## config.mk

```make
export PLATFORM = sky130hd
export DESIGN_NAME = plic_target_flat
export DESIGN_NICKNAME = d
export VERILOG_FILES = /design/src/rtl/plic_pkg.sv /design/src/rtl/plic_target_if.sv /design/src/rtl/plic_max_tree.sv /design/src/rtl/plic_target.sv /design/src/flat_wrapper.sv
export SDC_FILE = /design/constraint.sdc
export NUM_CORES = 1
export LEC_CHECK = 0
export ABC_AREA = 0
export BUFFER_PORTS_ARGS = -buffer_cell sky130_fd_sc_hd__buf_2
export CORE_MARGIN = 8
export CORE_UTILIZATION = 46
export DETAILED_ROUTE_END_ITERATION = 12
export GPL_ROUTABILITY_DRIVEN = 0
export GPL_TIMING_DRIVEN = 1
export PLACE_DENSITY_LB_ADDON = 0.12
export SLEW_MARGIN = 20
export SYNTH_ARGS = -nofsm -noshare
export SYNTH_HDL_FRONTEND = slang
export SYNTH_HIERARCHICAL = 1
export SYNTH_SLANG_ARGS = --single-unit
```

## constraint.sdc

```tcl
create_clock -name clk_i -period 3.63 [get_ports clk_i]
set_clock_uncertainty 0.2 [all_clocks]
set_input_delay 0.363 -clock clk_i [delete_from_list [all_inputs] [get_ports clk_i]]
set_output_delay 0.363 -clock clk_i [all_outputs]
set_load 0.02 [all_outputs]
```

## src/rtl/plic_pkg.sv

```systemverilog
// plic_pkg: shared defaults, ID-width helper and typedefs for the PLIC target core.
package plic_pkg;

  localparam int IRQ_NUM_DEF        = 3;
  localparam int IRQ_PRIO_WIDTH_DEF = 3;

  // Width of a claim/complete ID for n sources; never less than one bit.
  function automatic int id_width(input int n);
    return (n <= 2) ? 1 : $clog2(n);
  endfunction

  localparam int ID_WIDTH_DEF = id_width(IRQ_NUM_DEF);

  typedef logic [ID_WIDTH_DEF-1:0]       irq_id_t;
  typedef logic [IRQ_PRIO_WIDTH_DEF-1:0] irq_prio_t;

endpackage

```

## src/rtl/plic_target_if.sv

```systemverilog
// plic_target_if: gateway handshake, register-file configuration and claim/complete
// signals of one PLIC target.
//   master : gateways + APB register front-end (drive requests, config, strobes)
//   slave  : plic_target core (drives ready, completion pulses, claim ID, IP view, irq)
interface plic_target_if
  import plic_pkg::*;
#(
  parameter int IRQ_NUM        = IRQ_NUM_DEF,
  parameter int IRQ_PRIO_WIDTH = IRQ_PRIO_WIDTH_DEF
) ();
  localparam int ID_WIDTH = id_width(IRQ_NUM);

  logic [IRQ_NUM-1:0]                gw_valid_i;
  logic [IRQ_NUM-1:0]                gw_ready_o;
  logic [IRQ_NUM-1:0]                gw_comp_o;
  logic [IRQ_NUM*IRQ_PRIO_WIDTH-1:0] prio_i;
  logic [IRQ_NUM-1:0]                ie_i;
  logic [IRQ_PRIO_WIDTH-1:0]         thold_i;
  logic                              claim_i;
  logic [ID_WIDTH-1:0]               claim_id_o;
  logic                              comp_i;
  logic [ID_WIDTH-1:0]               comp_id_i;
  logic [IRQ_NUM-1:0]                ip_o;
  logic                              ext_irq_o;

  modport master (
    output gw_valid_i, prio_i, ie_i, thold_i, claim_i, comp_i, comp_id_i,
    input  gw_ready_o, gw_comp_o, claim_id_o, ip_o, ext_irq_o
  );

  modport slave (
    input  gw_valid_i, prio_i, ie_i, thold_i, claim_i, comp_i, comp_id_i,
    output gw_ready_o, gw_comp_o, claim_id_o, ip_o, ext_irq_o
  );
endinterface

```

## src/rtl/plic_max_tree.sv

```systemverilog
// plic_max_tree: combinational max-priority selector over the candidate sources.
//   cand_i : candidate mask (pending & enabled)
//   prio_i : packed priorities, source i at [i*W +: W]
//   id_o   : winning source ID (0 when nothing qualifies)
//   prio_o : winning priority (0 when nothing qualifies)
// Leaves are laid out in a binary heap; the left child always holds the lower IDs,
// so a strict '>' at each node makes the lower ID win ties. Non-candidates and
// padding leaves carry priority 0, which never beats anything.
module plic_max_tree #(
  parameter int IRQ_NUM        = 3,
  parameter int IRQ_PRIO_WIDTH = 3,
  parameter int ID_WIDTH       = 2
) (
  input  logic [IRQ_NUM-1:0]                cand_i,
  input  logic [IRQ_NUM*IRQ_PRIO_WIDTH-1:0] prio_i,
  output logic [ID_WIDTH-1:0]               id_o,
  output logic [IRQ_PRIO_WIDTH-1:0]         prio_o
);
  localparam int LEAVES = 1 << ID_WIDTH;
  localparam int NODES  = 2 * LEAVES - 1;

  logic [IRQ_PRIO_WIDTH-1:0] node_prio [NODES];
  logic [ID_WIDTH-1:0]       node_id   [NODES];

  always_comb begin
    for (int n = 0; n < NODES; n++) begin
      node_prio[n] = '0;
      node_id[n]   = '0;
    end
    for (int i = 0; i < IRQ_NUM; i++) begin
      node_id[LEAVES-1+i] = ID_WIDTH'(i);
      if (cand_i[i]) node_prio[LEAVES-1+i] = prio_i[i*IRQ_PRIO_WIDTH +: IRQ_PRIO_WIDTH];
    end
    for (int k = LEAVES - 2; k >= 0; k--) begin
      if (node_prio[2*k+2] > node_prio[2*k+1]) begin
        node_prio[k] = node_prio[2*k+2];
        node_id[k]   = node_id[2*k+2];
      end else begin
        node_prio[k] = node_prio[2*k+1];
        node_id[k]   = node_id[2*k+1];
      end
    end
    id_o   = node_id[0];
    prio_o = node_prio[0];
  end
endmodule

```

## src/rtl/plic_target.sv

```systemverilog
// plic_target: per-target PLIC core behind the per-source gateways.
//   clk_i : single clock
//   rst_i : asynchronous active-high reset
//   bus   : plic_target_if.slave (gateway handshake, prio/ie/thold, claim/complete,
//           IP view, ext_irq_o)
// Pending bits are set through the gateway handshake, arbitration is registered
// (one cycle from pending change to best_*), and claim/complete move a source between
// pending and claimed, returning a one-cycle completion pulse to the gateway.
module plic_target
  import plic_pkg::*;
#(
  parameter int IRQ_NUM        = IRQ_NUM_DEF,
  parameter int IRQ_PRIO_WIDTH = IRQ_PRIO_WIDTH_DEF
) (
  input logic         clk_i,
  input logic         rst_i,
  plic_target_if.slave bus
);
  localparam int ID_WIDTH = id_width(IRQ_NUM);

  logic [IRQ_NUM-1:0]        ip_q, claimed_q, comp_q;
  logic [IRQ_NUM-1:0]        gw_ready, cand, claim_oh, comp_hit, comp_oh;
  logic [ID_WIDTH-1:0]       best_id_q, tree_id, claim_id;
  logic [IRQ_PRIO_WIDTH-1:0] best_prio_q, tree_prio;
  logic                      best_vld_q, ext_irq, claim_eff;

  // Source 0 is reserved as "no interrupt" and can never be requested.
  assign gw_ready = {~ip_q[IRQ_NUM-1:1], 1'b0};
  assign cand     = ip_q & bus.ie_i;

  plic_max_tree #(
    .IRQ_NUM        (IRQ_NUM),
    .IRQ_PRIO_WIDTH (IRQ_PRIO_WIDTH),
    .ID_WIDTH       (ID_WIDTH)
  ) u_max_tree (
    .cand_i (cand),
    .prio_i (bus.prio_i),
    .id_o   (tree_id),
    .prio_o (tree_prio)
  );

  // best_vld_q drops for one cycle after a claim so the stale best_* (still
  // pointing at the source just claimed) cannot be claimed a second time.
  assign ext_irq   = best_vld_q && (best_prio_q > bus.thold_i);
  assign claim_id  = ext_irq ? best_id_q : '0;
  assign claim_eff = bus.claim_i && (claim_id != '0);

  // One-hot claim/complete decode; IDs 0 and >= IRQ_NUM never match, and
  // completing the ID claimed in the same cycle is dropped.
  always_comb begin
    claim_oh = '0;
    comp_hit = '0;
    for (int i = 1; i < IRQ_NUM; i++) begin
      claim_oh[i] = claim_eff && (claim_id == ID_WIDTH'(i));
      comp_hit[i] = bus.comp_i && (bus.comp_id_i == ID_WIDTH'(i)) && claimed_q[i];
    end
    comp_oh = comp_hit & ~claim_oh;
  end

  always_ff @(posedge clk_i or posedge rst_i) begin
    if (rst_i) begin
      ip_q        <= '0;
      claimed_q   <= '0;
      comp_q      <= '0;
      best_id_q   <= '0;
      best_prio_q <= '0;
      best_vld_q  <= 1'b0;
    end else begin
      ip_q        <= (ip_q | (bus.gw_valid_i & gw_ready)) & ~claim_oh;
      claimed_q   <= (claimed_q | claim_oh) & ~comp_oh;
      comp_q      <= comp_oh;
      best_id_q   <= tree_id;
      best_prio_q <= tree_prio;
      best_vld_q  <= ~claim_eff;
    end
  end

  assign bus.gw_ready_o = gw_ready;
  assign bus.gw_comp_o  = comp_q;
  assign bus.claim_id_o = claim_id;
  assign bus.ip_o       = ip_q;
  assign bus.ext_irq_o  = ext_irq;
endmodule

```

## src/flat_wrapper.sv

```systemverilog
// flat-port wrapper written by rule: the top's interface ports become plain ports
module plic_target_flat import plic_pkg::*;
#(
  parameter int IRQ_NUM        = IRQ_NUM_DEF,
  parameter int IRQ_PRIO_WIDTH = IRQ_PRIO_WIDTH_DEF
)
  (clk_i, rst_i, bus_gw_valid_i, bus_prio_i, bus_ie_i, bus_thold_i, bus_claim_i, bus_comp_i, bus_comp_id_i, bus_gw_ready_o, bus_gw_comp_o, bus_claim_id_o, bus_ip_o, bus_ext_irq_o);
  plic_target_if #(.IRQ_NUM(IRQ_NUM), .IRQ_PRIO_WIDTH(IRQ_PRIO_WIDTH)) bus_i ();
  input logic clk_i;
  input logic rst_i;
  input wire logic [$bits(bus_i.gw_valid_i)-1:0] bus_gw_valid_i;
  input wire logic [$bits(bus_i.prio_i)-1:0] bus_prio_i;
  input wire logic [$bits(bus_i.ie_i)-1:0] bus_ie_i;
  input wire logic [$bits(bus_i.thold_i)-1:0] bus_thold_i;
  input wire logic [$bits(bus_i.claim_i)-1:0] bus_claim_i;
  input wire logic [$bits(bus_i.comp_i)-1:0] bus_comp_i;
  input wire logic [$bits(bus_i.comp_id_i)-1:0] bus_comp_id_i;
  output wire logic [$bits(bus_i.gw_ready_o)-1:0] bus_gw_ready_o;
  output wire logic [$bits(bus_i.gw_comp_o)-1:0] bus_gw_comp_o;
  output wire logic [$bits(bus_i.claim_id_o)-1:0] bus_claim_id_o;
  output wire logic [$bits(bus_i.ip_o)-1:0] bus_ip_o;
  output wire logic [$bits(bus_i.ext_irq_o)-1:0] bus_ext_irq_o;
  assign bus_i.gw_valid_i = bus_gw_valid_i;
  assign bus_i.prio_i = bus_prio_i;
  assign bus_i.ie_i = bus_ie_i;
  assign bus_i.thold_i = bus_thold_i;
  assign bus_i.claim_i = bus_claim_i;
  assign bus_i.comp_i = bus_comp_i;
  assign bus_i.comp_id_i = bus_comp_id_i;
  assign bus_gw_ready_o = bus_i.gw_ready_o;
  assign bus_gw_comp_o = bus_i.gw_comp_o;
  assign bus_claim_id_o = bus_i.claim_id_o;
  assign bus_ip_o = bus_i.ip_o;
  assign bus_ext_irq_o = bus_i.ext_irq_o;
  plic_target #(.IRQ_NUM(IRQ_NUM), .IRQ_PRIO_WIDTH(IRQ_PRIO_WIDTH)) u_core (.clk_i(clk_i), .rst_i(rst_i), .bus(bus_i));
endmodule
```

# Word level (Yosys, flattened, before mapping)
# Index checks and enable logic that the tools add are counted.
# classes
n_mux	10
n_eq_ne	4
reduce_logical	9
order_cmp	4
bitwise_logic	11
# ops
cell	n
two-way mux 3 bit	6
AND 3 bit	5
> comparator 3 bit	3
logical AND 1 bit	8
two-way mux 2 bit	3
NOT 3 bit	2
bitwise OR 3 bit	2
== test 2 x 1 -> 1 bit, second input constant	2
== test 2 bit, second input constant	2
> comparator 1 x 3 -> 1 bit, first input constant	1
NOT 2 bit	1
nonzero test 2 bit	1
two-way mux 1 bit	1
NOT 1 bit	1
# word_totals
wordCells	44
out_inout_bits	12
input_bits	24
regBits	15

# Depth between registers and ports, before layout
# Gate-level depths: netlist of run 1.
# depth
word_depth	10
ltp_mapped	12
depth_no_buf	12

# Cells and area by module
# The synthesis of run 1 kept the hierarchy.
# by_module_without_submodules
mod	instances	cells_each	seq_area_each_um2	area_per_inst_um2
plic_target	1	47	300.3	551.8
plic_max_tree	1	37	0.0	301.5

# Worst setup path after synthesis of run 1
# No wires, ideal clock.
# synth_timing
kind	register -> register
start	register u_core.ip_q[1] (netlist: u_core/bus.ip_o[1])
end	register u_core.best_prio_q[0]
period_less_slack_ns	3.045
n_path_buf	0
setup_time_ns	0.125
arrival_time_ns	2.720
slack_ns	0.585
stages_incl_launch_ff	13
t_required_ns	3.305
path_cell_list	dfrtp_1 > and2_1 > nand2_1 > inv_1 > ha_1 > and3b_4 > o21ai_4 > mux2_4 > ha_1 > nor2b_1 > o21ai_1 > a32oi_4 > mux2_4
# synth_between
elab_chain_cells	6
# synth_lines
element	line_no	source
start: declaration	plic_target.sv:21	logic [IRQ_NUM-1:0] ip_q, claimed_q, comp_q;
start signal: assignment	plic_target.sv:69	ip_q <= (ip_q | (bus.gw_valid_i & gw_ready)) & ~claim_oh;
AND 3 bit (*)	plic_target.sv:29	assign cand = ip_q & bus.ie_i;
via u_core.cand[1]	plic_target.sv:22	logic [IRQ_NUM-1:0] gw_ready, cand, claim_oh, comp_hit, comp_oh;
two-way mux 3 bit (*)	plic_max_tree.sv:32	if (cand_i[i]) node_prio[LEAVES-1+i] = prio_i[i*IRQ_PRIO_WIDTH +: IRQ_PRIO_WIDTH];
> comparator 3 bit	plic_max_tree.sv:35	if (node_prio[2*k+2] > node_prio[2*k+1]) begin
two-way mux 3 bit (*)	plic_max_tree.sv:35	
> comparator 3 bit	plic_max_tree.sv:35	
two-way mux 3 bit (*)	plic_max_tree.sv:35	
via u_core.tree_prio[0]	plic_target.sv:24	logic [IRQ_PRIO_WIDTH-1:0] best_prio_q, tree_prio;
end signal: assignment	plic_target.sv:73	best_prio_q <= tree_prio;
end: declaration	plic_target.sv:24	
# Mark *: on every way through the listed nets, which the timed path passes. The rest lies on a longest branch.

# Final worst setup path of run 1
# Ends and elaborated chain as after synthesis.

==> results of run 1 <==
cell type report:
class | count | area [um^2]
flip-flops and latches | 12 | 300
inverters | 14 | 52.6
well taps | 25 | 31.3
repair buffers | 31 | 160
clock buffers | 4 | 36.3
multi-input cells | 60 | 497
fillers | 159 | 668
power by group:
group	total, mW	switching, mW	internal [mW]
registers	0.186	0.0181	0.168
clock network	0.102	0.0409	0.0609
logic	0.244	0.132	0.112
total	0.532	0.191	0.341
placed cells by master (no fill, tap or decap), drive strengths merged, types with 2 or more instances in the layout:
cell    synthesis  final
mux2i           3      3
and2            5      5
a32o            2      2
mux2            3      3
buf             3     30
o21ai           2      2
a31oi           4      4
nand2           8      8
dfrtp          12     12
clkbuf          0      4
conb            1      6
ha              9      9
nand4b          2      2
nor2b           3      3
inv            14     14
nor2            4      4
cells in the mapped netlist, drive strengths merged:
library cell,n
mux2i,3
dfrtp,12
nand2,8
ha,9
o211ai,1
nor2b,3
a31oi,4
a32o,2
a21o,1
conb,1
a32oi,1
and2,5
inv,14
and3,1
and3b,1
a211oi,1
nor2,4
a21oi,1
nand3b,1
nand4b,2
nand3,1
buf,3
mux2,3
o21ai,2
cells by family after synthesis:
family | count (synthesis)
mux | 6
buf+inv | 17
simple gates | 26
flops | 12
compound gates | 13
other cells | 1
fa+ha+maj | 9
per-layer routing:
layer / part of all wire (%) / GRT usage (%) / vias to the layer above
li1: - / - / 351
met1: 42 / 11.2 / 310
met2: 48 / 17.4 / 21
met3: 8.2 / 1.74 / 2
met4: 1.6 / 8.19 / 0
met5: 0 / 0 / -
timing repair:
action                                 CTS  global route
setup buffers                            0             0
hold buffers                             1             0
endpoints found under the hold margin   12             0
critical path: cells and delay by family (launching register included):
kind / cells / cell delay, ps
flip-flops: 1 / 400
AND/OR/NAND/NOR: 4 / 640
multiplexers: 2 / 640
AO/OA/AOI/OAI: 3 / 440
buffers and inverters: 1 / 50
adder cells (fa/ha/maj): 2 / 630
registers in the layout, indices dropped and copies added (netlist names):
register	count
u_core/best_prio_q	3
u_core/best_vld_q	1
u_core/bus.ip_o	2
u_core/bus.gw_comp_o	2
u_core/claimed_q	2
u_core/best_id_q	2
through the flow:
step / util, % / hold WS [ps] / power (mW)
after floorplan: - / 27.7 / 0.377
after global placement: 59.1 / 183 / 0.429
after detailed placement: 59.1 / 188 / 0.434
after CTS: 61.7 / 129 / 0.540
after global routing: 61.7 / 156 / 0.573
final: 61.7 / 144 / 0.532
worst max-delay path by stage:
stage                             to  slack, ps
3_5_place_dp   u_core/best_prio_q[0]        460
2_1_floorplan  u_core/best_prio_q[0]        590
4_1_cts        u_core/best_prio_q[0]        520
3_3_place_gp   u_core/best_prio_q[0]        500
5_1_grt        u_core/best_prio_q[0]        310
6_report       u_core/best_prio_q[0]        510
==> impl_metrics.toml, run 1 <==
[placement]
dp_cells = 141
place_area_mm2 = 0.00103
dp_hpwl_mm = 1.42
io_buffers = 30
post-place-ws_ps = 459

[synth]
avgSynthCellArea_um2 = 10.2
synth_area_um2 = 853
synth_xor_area_share_pct = 0
synth.largest_area_cell = "dfrtp_1"
muxShareOfSynthArea_pct = 8.80
synth_top_family_by_area = "simple AND/OR/NAND/NOR gates"
syn_inst = 84
seq_area_frac_synth_pct = 35.2
synth.top_cell.area_share_pct = 35.2
synth_area_leaders = "dfrtp_1, ha_1, inv_1"
synth-simple-area-share_pct = 17.7
ys_types = 26
synth_seq_cells = 12
synth_adder_area_share_pct = 13.2
yosys_warnings = 6
synth-compound-area-share_pct = 15.8

[outcome]
status = "finished clean"

[hold_path]
hold_start = "bus_gw_valid_i[2]"
hp-class = "in2reg"
whs_endpoint = "u_core/bus.ip_o[2]"
holdPathStages = 3

[finish]
drive_gt1_share_pct = 37.2
stdcell_count = 146
fin_nets = 155
post-route-cell-area_mm2 = 0.00108
insertedDiodeCount = 0
syn_to_final_growth_pct = 26.2

[worst_setup_path]
crit_path_start_kind = "flop"
rr_endpoint = "u_core/best_prio_q[0]"
reg2reg_slack_ps = 510
critical_path.max_fanout = 5
path_cells = "and2_1, nand2_1, inv_1, ha_1, and3b_4, o21ai_4, mux2_4, ha_1, nor2b_1, o21ai_1, a32oi_4, mux2_4"
cp-end-kind = "flop"
cp.arrival_ps = 3070
reg2regPathDepth = 12
worst-setup-path-type = "reg2reg"
critPathSlowestCell = "dfrtp_1"
crit_required_ps = 3580
max_stage_delay_ps = 400
cp-startpoint = "u_core/bus.ip_o[1]"
regToRegStartpoint = "u_core/bus.ip_o[1]"

[drt]
routed_via_density = 4.68
drt_pass1_iterations = 4
routedWlPerCell_um = 11.3
ant_nets = 0
drtIter0Drc = 10
route.vias.total = 684
wl_mm = 1.66
drc = 0

[cts]
clock_path_buffers = 2
numCtsBuffers = 3
htreeDepth = 1
clkSlewWorstSetupHoldPaths_ps = 70
clock-sinks = 12
cts_resized = 0
cts_tree = "done"
root_buffer = "clkbuf_4"
clock_latency_ps = 260

[timing]
finalHoldViolCount = 0
setup_tns_ps = 0
min_period_over_period_pct = 85.8
setup_viol = 0
slew_viol_final = 0
fmax_ghz = 0.321
rsz0062_at_grt = "no"
setup_ws_ps = 514
final.min_clock_period_ps = 3120

[floorplanning]
initial_core_util_pct = 48.9
core_mm2 = 0.00175
num_rows = 15
ios = 36
die_y_um = 59.1
die-area_mm2 = 0.00349
fp.dieW_um = 59.1

[grt]
overflow = 0
grt_max_degree = 13
grt_pass1_wl_mm = 2.83
grt_pass1_vias = 699
antenna_found_initial = 0
grt_usage_pct = 10.4

[power]
p_leak_nw = 0.609
p_per_area_mw_per_mm2 = 494
vdd_drop_max_mv = 0.211

[job]
cap_violations = 0
Note: power is estimated with default switching activity, not from simulation.
==> run 2: changes to the inputs <==
--- a/config.mk
+++ b/config.mk
@@ -12,6 +12,7 @@
 export DETAILED_ROUTE_END_ITERATION = 12
 export GPL_ROUTABILITY_DRIVEN = 0
 export GPL_TIMING_DRIVEN = 1
+export HOLD_SLACK_MARGIN = 0.15
 export PLACE_DENSITY_LB_ADDON = 0.12
 export SLEW_MARGIN = 20
 export SYNTH_ARGS = -nofsm -noshare
==> impl_metrics.toml, run 2 (same netlist as run 1, synthesis figures left out) <==
[outcome]
status = "finished clean"

[power]
swShare_pct = 35.9
p_sw_uw = 191
p_leak_nw = 0.613
vdd_drop_max_mv = 0.210
combinationalPowerShare_pct = 46.0
p_seq_share_pct = 35.0
intPower_uw = 342
clkPwrFrac_pct = 19.0
p_total_uw = 533
p_per_area_mw_per_mm2 = 490

[worst_setup_path]
critical_path.max_fanout = 5
cp-end-kind = "flop"
worst-setup-path-type = "reg2reg"
critPathSlowestCell = "dfrtp_1"
path_cells = "and2_1, nand2_1, inv_1, ha_1, and3b_4, o21ai_4, mux2_4, ha_1, nor2b_1, o21ai_1, a32oi_4, mux2_4"
max_stage_delay_ps = 400
crit_path_start_kind = "flop"
crit_required_ps = 3580
cp.arrival_ps = 3070

[grt]
grt_max_degree = 13
grt_usage_pct = 10.4
antenna_found_initial = 0
overflow = 0
grt_pass1_vias = 702
grt_pass1_wl_mm = 2.86

[timing]
finalHoldViolCount = 0
rsz0062_at_grt = "no"
slew_viol_final = 0
fmax_ghz = 0.321
setup_viol = 0
setup_tns_ps = 0
final.min_clock_period_ps = 3110
min_period_over_period_pct = 85.8

[floorplanning]
core_mm2 = 0.00175
ios = 36
fp.dieW_um = 59.1
die_y_um = 59.1
die-area_mm2 = 0.00349
initial_core_util_pct = 48.9
num_rows = 15

[drt]
drt_pass1_iterations = 4
drtIter0Drc = 9
routed_via_density = 4.69
drc = 0
route.vias.total = 689
wl_mm = 1.67
ant_nets = 0
routedWlPerCell_um = 11.3

[cts]
cts_resized = 0
htreeDepth = 1
cts_tree = "done"
numCtsBuffers = 3
clkSlewWorstSetupHoldPaths_ps = 70
clock_path_buffers = 2
clock-sinks = 12
clock_latency_ps = 260
root_buffer = "clkbuf_4"

[finish]
syn_to_final_growth_pct = 27.4
stdcell_count = 147
final_cell_mix = "buf_2, inv_1, dfrtp_1"
largest_reg_flops = 3
largest_register = "u_core/best_prio_q"
insertedDiodeCount = 0
layout_commonest_cell = "buf_2"
fin_nets = 156
drive_gt1_share_pct = 36.9

[hold_path]
hp-class = "in2reg"

[placement]
dp_hpwl_mm = 1.42
dp_cells = 141
io_buffers = 30

[job]
cap_violations = 0
-- run 2: layout make-up --
cell class / count / area, um^2
fillers: 156 / 658
multi-input cells: 60 / 497
flip-flops and latches: 12 / 300
repair buffers: 32 / 170
inverters: 14 / 52.6
clock buffers: 4 / 36.3
well taps: 25 / 31.3
-- run 2: path summary, 6_finish.rpt --
path / start / slack [ps] / cells after the start / end
max: u_core/bus.ip_o[1] / 520 / 12 / u_core/best_prio_q[0]
min: bus_gw_valid_i[1] / 170 / 3 / u_core/bus.ip_o[1]
max reg2reg: u_core/bus.ip_o[1] / 520 / 12 / u_core/best_prio_q[0]
min reg2reg: u_core/claimed_q[1] / 300 / 1 / u_core/claimed_q[1]
max in group asynchronous: rst_i / 2500 / 3 / u_core/best_id_q[0]
min in group asynchronous: rst_i / 430 / 3 / u_core/bus.ip_o[2]
-- run 2: metal layers --
| metal | global-route usage [%] | share of wire (%) | up-vias |
|---|---|---|---|
| met3 | 1.52 | 7.0 | 2 |
| met5 | 0 | 0 | - |
| met4 | 8.19 | 1.6 | 0 |
| li1 | - | - | 353 |
| met2 | 17.8 | 50 | 21 |
| met1 | 11.3 | 42 | 313 |
-- run 2: repair_timing --
item / 4_1_cts / 5_1_grt
hold buffers: 2 / 0
hold endpoints to repair: 13 / 0
setup buffers: 0 / 0
-- run 2: stage by stage --
step / instance area [um^2] / hold WS (ps) / setup slack [ps] / util, %
after floorplan: 872 / 27.7 / 585 / -
after global placement: 1030 / 183 / 503 / 59.1
after detailed placement: 1030 / 188 / 459 / 59.1
after CTS: 1090 / 150 / 518 / 62.3
after global routing: 1090 / 156 / 314 / 62.3
final: 1090 / 169 / 516 / 62.3
-- run 2: power by group through the flow --
stage                     logic [mW]  clock network, mW  registers [mW]
after floorplan                0.184                  0           0.193
after global placement         0.239                  0           0.190
after detailed placement       0.244                  0           0.190
after CTS                      0.247              0.107           0.187
after global routing           0.269              0.113           0.192
final                          0.245              0.101           0.186
-- run 2: worst max-delay path: cells and delay by family (launching register included) --
| kind | cells | cell delay (ps) |
|---|---|---|
| adders and majority gates | 2 | 630 |
| AOI/OAI and AO/OA | 3 | 440 |
| DFF | 1 | 400 |
| muxes | 2 | 640 |
| and+or+nand+nor | 4 | 640 |
| buffers and inverters | 1 | 50 |
==> run 3: changes to the inputs <==
--- a/config.mk
+++ b/config.mk
@@ -14,6 +14,7 @@
 export GPL_TIMING_DRIVEN = 1
 export HOLD_SLACK_MARGIN = 0.15
 export PLACE_DENSITY_LB_ADDON = 0.12
+export RECOVER_POWER = 50
 export SLEW_MARGIN = 20
 export SYNTH_ARGS = -nofsm -noshare
 export SYNTH_HDL_FRONTEND = slang
==> impl_metrics.toml, run 3 (same netlist as run 1, synthesis figures left out) <==
[placement]
dp_hpwl_mm = 1.42
dp_cells = 141
place_area_mm2 = 0.00103
io_buffers = 30

[finish]
largest_register = "u_core/best_prio_q"
post-route-cell-area_mm2 = 0.00108
stdcell_count = 147
layout_commonest_cell = "buf_2"
final_cell_mix = "buf_2, inv_1, dfrtp_1"
drive_gt1_share_pct = 33.6
fin_nets = 156
largest_reg_flops = 3
insertedDiodeCount = 0
syn_to_final_growth_pct = 26.8
finish.utilization_pct = 62.0

[cts]
cts_tree = "done"
clock_path_buffers = 2
htreeDepth = 1
clock_latency_ps = 260
clock-sinks = 12
clkSlewWorstSetupHoldPaths_ps = 70
root_buffer = "clkbuf_4"
numCtsBuffers = 3

[grt]
overflow = 0
grt_usage_pct = 10.4
antenna_found_initial = 0
grt_max_degree = 13
grt_pass1_wl_mm = 2.86
grt_pass1_vias = 702

[floorplanning]
fp.dieW_um = 59.1
ios = 36
die-area_mm2 = 0.00349
core_mm2 = 0.00175
num_rows = 15
initial_core_util_pct = 48.9
die_y_um = 59.1

[worst_setup_path]
cp-end-kind = "flop"
cp.arrival_ps = 3060
critical_path.max_fanout = 5
reg2reg_slack_ps = 520
max_stage_delay_ps = 400
crit_required_ps = 3580
critPathBufInv = 1
crit_path_start_kind = "flop"
regToRegStartpoint = "u_core/bus.ip_o[1]"
path_cells = "and2_1, nand2_1, inv_1, ha_1, and3b_4, o21ai_4, mux2_4, ha_1, nor2b_1, o21ai_1, a32oi_4, mux2_4"
cp-startpoint = "u_core/bus.ip_o[1]"
crit_family = "multiplexers"
worst-setup-path-type = "reg2reg"
critPathSlowestCell = "dfrtp_1"

[power]
p_total_uw = 530
combinationalPowerShare_pct = 45.8
intPower_uw = 340
p_seq_share_pct = 35.2
clkPwrFrac_pct = 19.0
swShare_pct = 35.9
p_per_area_mw_per_mm2 = 490
p_leak_nw = 0.602
p_sw_uw = 191
vdd_drop_max_mv = 0.210

[timing]
setup_viol = 0
min_period_over_period_pct = 85.5
setup_tns_ps = 0
slew_viol_final = 0
final.min_clock_period_ps = 3110
rsz0062_at_grt = "no"
fmax_ghz = 0.322
finalHoldViolCount = 0

[drt]
drtIter0Drc = 9
route.vias.total = 697
wl_mm = 1.66
routedWlPerCell_um = 11.3
ant_nets = 0
drt_pass1_iterations = 2
routed_via_density = 4.74
drc = 0

[outcome]
status = "finished clean"

[hold_path]
hold_start = "bus_claim_i"
hp-class = "in2reg"

[job]
cap_violations = 0
## run 3: cell count changes in the layout (fill, tap and decap cells not counted)
cell,delta
clkbuf_1,+4
buf_2,-4
## run 3: repair_timing
item                      CTS  global route
gates resized for setup     0             0
buffers inserted            0             0
hold endpoints to repair   13             0
hold buffers                2             0
## run 3: final timing paths
check	endpoint	cells past startpoint
max	u_core/best_prio_q[0]	12
min reg2reg	u_core/claimed_q[1]	1
max reg2reg	u_core/best_prio_q[0]	12
max in group asynchronous	u_core/bus.gw_comp_o[1]	3
min	u_core/bus.ip_o[2]	2
min in group asynchronous	u_core/bus.ip_o[2]	3
## run 3: layer usage
layer / up-vias / routed length, um / global-route usage, % / share of wire, %
li1: 353 / - / - / -
met1: 321 / 700 / 11.3 / 42
met2: 21 / 806 / 17.8 / 48
met3: 2 / 129 / 1.52 / 7.8
met4: 0 / 27 / 8.19 / 1.6
met5: - / 0 / 0 / 0
## run 3: layout make-up
class	instances	area (um^2)
fill	158	663
clock buffer	4	36.3
inverter	14	52.6
sequential	12	300
timing repair buffer	32	165
multi-input combinational	60	497
tap	25	31.3
## run 3: worst reg2reg max path: cells and delay by family (launching register included)
kind	cells	cell delay, ps
muxes	2	650
adders and majority gates	2	640
and+or+nand+nor	4	630
AOI/OAI and AO/OA	3	440
DFF	1	400
buffers and inverters	1	50
## run 3: metrics by stage
step                hold WS (ps)  setup slack (ps)
finish                       168               525
global placement             183               503
detailed placement           188               459
global route                 156               311
CTS                          150               518
floorplan                   27.7               585
## run 3: power groups by stage
stage / sequential, mW / combinational [mW] / clock, mW
6_report: 0.187 / 0.243 / 0.101
2_1_floorplan: 0.193 / 0.184 / 0
4_1_cts: 0.187 / 0.247 / 0.107
5_1_grt: 0.192 / 0.268 / 0.113
3_5_place_dp: 0.190 / 0.244 / 0
3_3_place_gp: 0.190 / 0.239 / 0
